## src/rtl/imem_loader.sv

```systemverilog
// imem_loader: boot-time byte-stream loader that fills instruction memory and holds the core in reset until verified
module imem_loader #(
    parameter int MEM_WORDS = 101
) (
    input  logic        i_clk,
    input  logic        i_rst,
    input  logic        i_byte_valid,
    input  logic [7:0]  i_byte,
    output logic        o_byte_ready,
    input  logic        i_reload,
    output logic        o_we,
    output logic [31:0] o_waddr,
    output logic [31:0] o_wdata,
    output logic        o_done,
    output logic        o_error,
    output logic        o_cpu_rst
);
    localparam int IW = $clog2(MEM_WORDS + 1);

    typedef enum logic [2:0] {LEN0, LEN1, DATA, CSUM, DONE, ERROR} state_t;

    state_t          state, next;
    logic [7:0]      len_lo, csum;
    logic [15:0]     len, n;
    logic [1:0]      lane;
    logic [IW-1:0]   idx;
    logic [2:0][7:0] wb;
    logic            accept, last, reload_ok;

    assign o_byte_ready = !i_rst && (state == LEN0 || state == LEN1 || state == DATA || state == CSUM);
    assign accept       = i_byte_valid && o_byte_ready;
    assign reload_ok    = i_reload && (state == DONE || state == ERROR);
    assign n            = {i_byte, len_lo};
    assign last         = lane == 2'd3 && 32'(idx) + 32'd1 == 32'(len);
    assign o_done       = state == DONE;
    assign o_error      = state == ERROR;
    assign o_cpu_rst    = state != DONE;

    // state register
    always_ff @(posedge i_clk) begin
        if (i_rst) state <= LEN0;
        else       state <= next;
    end

    // next-state: advance only on accepted bytes, reload only from terminal states
    always_comb begin
        next = state;
        if (accept) begin
            if (state == LEN0)              next = LEN1;
            else if (state == LEN1)         next = 32'(n) > 32'(MEM_WORDS) ? ERROR : n == 16'd0 ? CSUM : DATA;
            else if (state == DATA && last) next = CSUM;
            else if (state == CSUM)         next = i_byte == csum ? DONE : ERROR;
        end
        if (reload_ok) next = LEN0;
    end

    // datapath: length capture, word assembly, checksum and write strobe
    always_ff @(posedge i_clk) begin
        if (i_rst) begin
            o_we    <= 1'b0;
            o_waddr <= '0;
            o_wdata <= '0;
            csum    <= '0;
            idx     <= '0;
            lane    <= '0;
            len_lo  <= '0;
            len     <= '0;
            wb      <= '0;
        end else begin
            o_we <= 1'b0;
            if (reload_ok) begin
                idx  <= '0;
                lane <= '0;
                csum <= '0;
            end else if (accept) begin
                if (state == LEN0) len_lo <= i_byte;
                if (state == LEN1) len <= n;
                if (state == DATA) begin
                    csum <= csum ^ i_byte;
                    lane <= lane + 2'd1;
                    if (lane == 2'd3) begin
                        o_we    <= 1'b1;
                        o_wdata <= {i_byte, wb[2], wb[1], wb[0]};
                        o_waddr <= 32'({idx, 2'b00});
                        idx     <= idx + 1'b1;
                    end else begin
                        wb[lane] <= i_byte;
                    end
                end
            end
        end
    end
endmodule

```

## config.mk

```make
export PLATFORM = sky130hd
export DESIGN_NAME = imem_loader
export DESIGN_NICKNAME = d
export VERILOG_FILES = /design/src/rtl/imem_loader.sv
export SDC_FILE = /design/constraint.sdc
export NUM_CORES = 1
export LEC_CHECK = 0
export CAP_MARGIN = 20
export CORE_MARGIN = 2
export CORE_UTILIZATION = 47
export DETAILED_ROUTE_END_ITERATION = 10
export PLACE_DENSITY_LB_ADDON = 0.15
export SLEW_MARGIN = 20
export SYNTH_ARGS = -nofsm -noshare
export SYNTH_HDL_FRONTEND = slang
export SYNTH_SLANG_ARGS = --single-unit
```

## constraint.sdc

```tcl
create_clock -name i_clk -period 1.5 [get_ports i_clk]
set_input_delay 0.225 -clock i_clk [delete_from_list [all_inputs] [get_ports i_clk]]
set_output_delay 0.225 -clock i_clk [all_outputs]
set_load 0.05 [all_outputs]
```

Word level (Yosys, flattened, before mapping) --
Cells that the tools add are included. W data, S select, Z words.
Storage, ports and cells: bits in registers 108, bits of input ports 12, output and inout bits 69, logic and storage cells 66
Cells by class: $add $sub $neg 3, order comparisons 3, equality and inequality tests 9, mux-type cells 11, bitwise gates (word level) 5, reduce and logical (&&, ||, !) cells 23
Operators with widths (count):
- $bwmux W24 | 1
- $demux W8 S2 | 1
- $eq A8 B16 Y1 | 1
- $gt A16 B7 Y1 const B | 1
- $logic_not A16 Y1 | 1
- $mux W3 | 5
- $reduce_and A3 Y1 | 3
- $add A7 B1 Y8 const B | 1
- $eq A8 B8 Y1 | 1
- $mux W8 | 1
- $reduce_and A4 Y1 | 2
- $xor A8 B8 Y8 | 1
- $add A7 B1 Y7 const B | 1
- $eq A3 B2 Y1 const B | 2
- $eq A3 B3 Y1 const B | 2
- $logic_and A1 B1 Y1 | 6
- $logic_or A1 B1 Y1 | 4
- $not A1 Y1 | 4
- $reduce_and A2 Y1 | 2
- $reduce_bool A4 Y1 | 1
- $reduce_or A4 Y1 | 1
- $eq A3 B1 Y1 const B | 1
- $logic_not A3 Y1 | 1
- $lt A2 B3 Y1 const B | 1
- 7 further kinds | 9

Depth between registers and ports, before layout --
depth in word-level cells 8, gate-level depth with buffers 7

Worst setup path after synthesis --
Ideal clock, no wire load.
path type flip-flop to output port, start point register state[0], end point output o_done, arrival 1570 ps, slack -295 ps, stages on the path, launching flop included 4, path through dfxtp_1 > nor2_1 > nand2_1 > inv_1
On the way: cells in the longest elaborated chain, start to end 1
Ends and longest elaborated chain:
- start: declaration | line 22 | state_t state, next;
- start signal: assignment | line 42 | else state <= next;
- $eq A3 B3 Y1 | line 35 | assign o_done = state == DONE;
- end: declaration | line 14 | output logic o_done,
No other way between the ends.

Final worst setup path --
start point register state[2], end point register idx[0]
On the way: cells in the longest elaborated chain, start to end 7, elaborated cells on any way between the ends 15, those cells by class 5 x eq/ne; 10 x reduce/logical
Ends and longest elaborated chain:
- $eq A3 B1 Y1 / $logic_not A3 Y1 (equally long branches) | line 30 | assign o_byte_ready = !i_rst && (state == LEN0 || state == LEN1 || state == DATA || state == CSUM);
- $logic_or A1 B1 Y1 (3 in series) | line 30
- $logic_and A1 B1 Y1 | line 30
- $logic_and A1 B1 Y1 | line 31 | assign accept = i_byte_valid && o_byte_ready;
- $reduce_and A3 Y1 (no line)
- end signal: assignment | line 85 | idx <= idx + 1'b1;
- end: declaration | line 26 | logic [IW-1:0] idx;
Parallel ways exist; a longest one is shown, timed or not. A chain may end at the register's enable or synchronous reset.

==> impl_metrics.toml <==
[status]
status = "finished with violations"
failed_checks = "negative setup slack"

[floorplan]
floorplan.rows = 35
boundaryPins = 81
initial_core_util_pct = 48.87
die-height_um = 102.5
die_x_um = 102.5
core_mm2 = 0.009328
die_area_mm2 = 0.01050

[global_routing]
grt.met2_usage_pct = 34.39
grt_pass1_wl_mm = 17.77
first_global_vias = 3647
antenna_found_initial = 0
grt.busiest_layer = "met2"
gr-usage-met3_pct = 3.283
grt_max_degree = 61
gr-usage-met1_pct = 29.72
overflow = 0
grt_util_all_layers_pct = 21.70

[cts]
cts.hold.buffers_added = 0
cts.path.max_buffers = 2
insertion_delay_ns = 0.37
clock_sinks = 108
cts_buffers = 9
h-tree-depth = 3
clk_pin_slew_ns = 0.11
cts-root-buf = "clkbuf_8"
cts_tree = "done"

[power_and_ir_drop]
combPwrFrac_pct = 11.1
power_per_cell_area_mw_per_mm2 = 818.3
p_int_mw = 3.709
leakagePower_nw = 2.401
pwr-share-clk_pct = 32.8
switchingPower_mw = 1.470
p_seq_share_pct = 56.1
ir_drop_uv = 534.9
p_sw_share_pct = 28.38

[final_layout]
fillers = 761
area_delta_synth_final_pct = 38.84
nets = 692
layout_common_cells = "nand2_1, dfxtp_1, buf_4"
final_common_cell = "nand2_1"
n_antenna_cell = 0
drive_above_1_share_pct = 35.29
fin_util_pct = 67.85

[yosys]
ys_warn_count = 0
ys_seq_area_share_pct = 47.43
synth-xor-area-share_pct = 5.957
synth_top_family_by_area = "simple AND/OR/NAND/NOR gates"
synthSimpleGateAreaFrac_pct = 24.27
syn-mean-instance-area_um2 = 7.941
synthAdderAreaFrac_pct = 1.372
synth_top_area_share_pct = 47.43
synthFlopType = "dfxtp_1"
synth_area_mm2 = 0.004558
synth-compound-area-share_pct = 11.89
synthCells = 574
synthMuxAreaShare_pct = 0
synth-async-reset-ratio_pct = 0
ys_ff_latch = 108
yosysTopAreaCell = "dfxtp_1"
yosysUniqueCellTypes = 38
synth_edf_count = 0
synthTopCellsByArea = "dfxtp_1, nand2_1, a21oi_1, nand3_1, buf_4"

[setup_path]
endpoint_kind = "flip-flop"
required_ns = 1.77
critPathSlowestCell = "dfxtp_2"
path_cells = "buf_6 -> nor3b_4 -> nand3_4 -> inv_6 -> clkbuf_16 -> xnor2_2 -> nor2_1"
critical_path_class = "flip-flop to flip-flop"
worstPathArrival_ns = 1.87
critPathTopFamily = "simple AND/OR/NAND/NOR gates"
cp_max_fo = 7
max_stage_delay_ns = 0.35
critical_path_buf_inv_count = 3
cp-start-kind = "flip-flop"

[drt]
first_pass_iters = 4
wl_mm = 12.15
wl_per_cell_um = 15.02
routed_via_density = 5.129
drtIter0Drc = 215
ant_nets = 0
drc = 0
via_count = 4149

[sta]
timing.slew.headroom_pct = 62.95
setup_violations = 65
worst_hold_slack_ns = 0.3386
timing.fmax_mhz = 625.0
fin_crit_sh_pct = 106.7
tightest_slew_ns = 0.5558
slew_viol_final = 0
finalWorstSetupSlack_ns = -0.09997
period_needed_ns = 1.600
hold_violations = 0
rsz0062_at_grt = "true"
fin_skew_ns = 0.009557

[flow_run]
max-cap-violations = 0

[placement]
dp_hpwl_mm = 7.793
port_buffers = 55
gp_congestion = 0.9238

[worst_hold_path]
hold_path.class = "primary input to flip-flop"
[per-stage QoR]
step	worst slack, ns	power (mW)	setup TNS (ns)	cell area, um2	std cells
after floorplan	-0.05109	3.351	-1.357	4677	598
final	-0.09997	5.179	-2.322	6329	809
after CTS	-0.01608	5.144	-0.1241	5690	793
after global routing	-0.1406	5.352	-6.741	6329	809
after detailed placement	-0.4372	3.464	-34.30	5348	770
after global placement	-0.3842	3.459	-31.52	5348	770
[area by class of cell]
type	instances	area, um2	area share (%)
Timing Repair Buffer	130	1230	19.43
Clock buffer	10	127.6	2.017
Timing Repair inverter	1	8.758	0.1384
Inverter	7	37.54	0.5931
Tap cell	129	161.4	2.550
Clock inverter	6	53.80	0.8501
Multi-Input combinational cell	418	2541	40.15
Sequential cell	108	2168	34.26
[worst reg2reg max path: cells and delay by family, from the launching register on]
| family | cells | cell delay (ns) |
|---|---|---|
| AND/OR/NAND/NOR | 3 | 0.55 |
| buffers and inverters | 3 | 0.49 |
| flip-flops | 1 | 0.35 |
| XOR/XNOR | 1 | 0.11 |
[power by group through the flow]
stage	clock, mW	sequential [mW]	combinational, mW
after floorplan	0	2.97	0.381
after global placement	0	2.97	0.487
after detailed placement	0	2.97	0.492
after CTS	1.72	2.91	0.517
after global routing	1.84	2.91	0.605
final	1.70	2.91	0.575
[flip-flops by register name, summed over array words and instances (netlist names)]
name     cells
lane         2
wb          24
len         16
state        3
o_we         1
len_lo       8
o_waddr      7
o_wdata     32
idx          7
csum         8
[synth_stat cells (2+ instances only)]
| master | n |
|---|---|
| buf_4 | 26 |
| buf_2 | 15 |
| nor4b_1 | 2 |
| nand2b_1 | 4 |
| nand2_1 | 161 |
| nand4_1 | 5 |
| inv_1 | 6 |
| or4_1 | 2 |
| buf_6 | 3 |
| xnor2_1 | 11 |
| o21ai_0 | 7 |
| dfxtp_1 | 108 |
| a31oi_1 | 2 |
| ha_1 | 5 |
| nand3_1 | 39 |
| nor2_1 | 24 |
| nor4_1 | 5 |
| clkbuf_1 | 19 |
| and4_1 | 2 |
| a21oi_1 | 90 |
| nor3_1 | 2 |
| xor2_1 | 20 |
[routing by layer]
layer / part of all wire, % / vias to the layer above
met4: 2.5 / 0
li1: - / 2048
met2: 48 / 127
met5: 0 / -
met1: 44 / 1955
met3: 5.9 / 19
[cell families after synthesis]
logic type	after synthesis
compound gates	104
buf+inv	72
simple gates	253
flops	108
xor+xnor	31
fa+ha+maj	5
other cells	1
[final timing paths]
path | depth (start not counted) | slack [ns] | to | from
worst min register to register | 2 | 0.46 | o_wdata[10] | o_wdata[10]
worst max register to register | 7 | -0.1 | idx[0] | state[2]
worst min-delay path | 3 | 0.34 | o_wdata[30] | i_rst
worst max-delay path | 7 | -0.1 | idx[0] | state[2]
[repair_timing]
| item | CTS | global route |
|---|---|---|
| gates cloned | 1 | 8 |
| pin swaps | 8 | 33 |
| buffers inserted | 6 | 9 |
| gates resized for setup | 26 | 123 |
| endpoints found under the setup margin | 78 | 89 |
No activity file was read; power rests on OpenSTA's default activity.
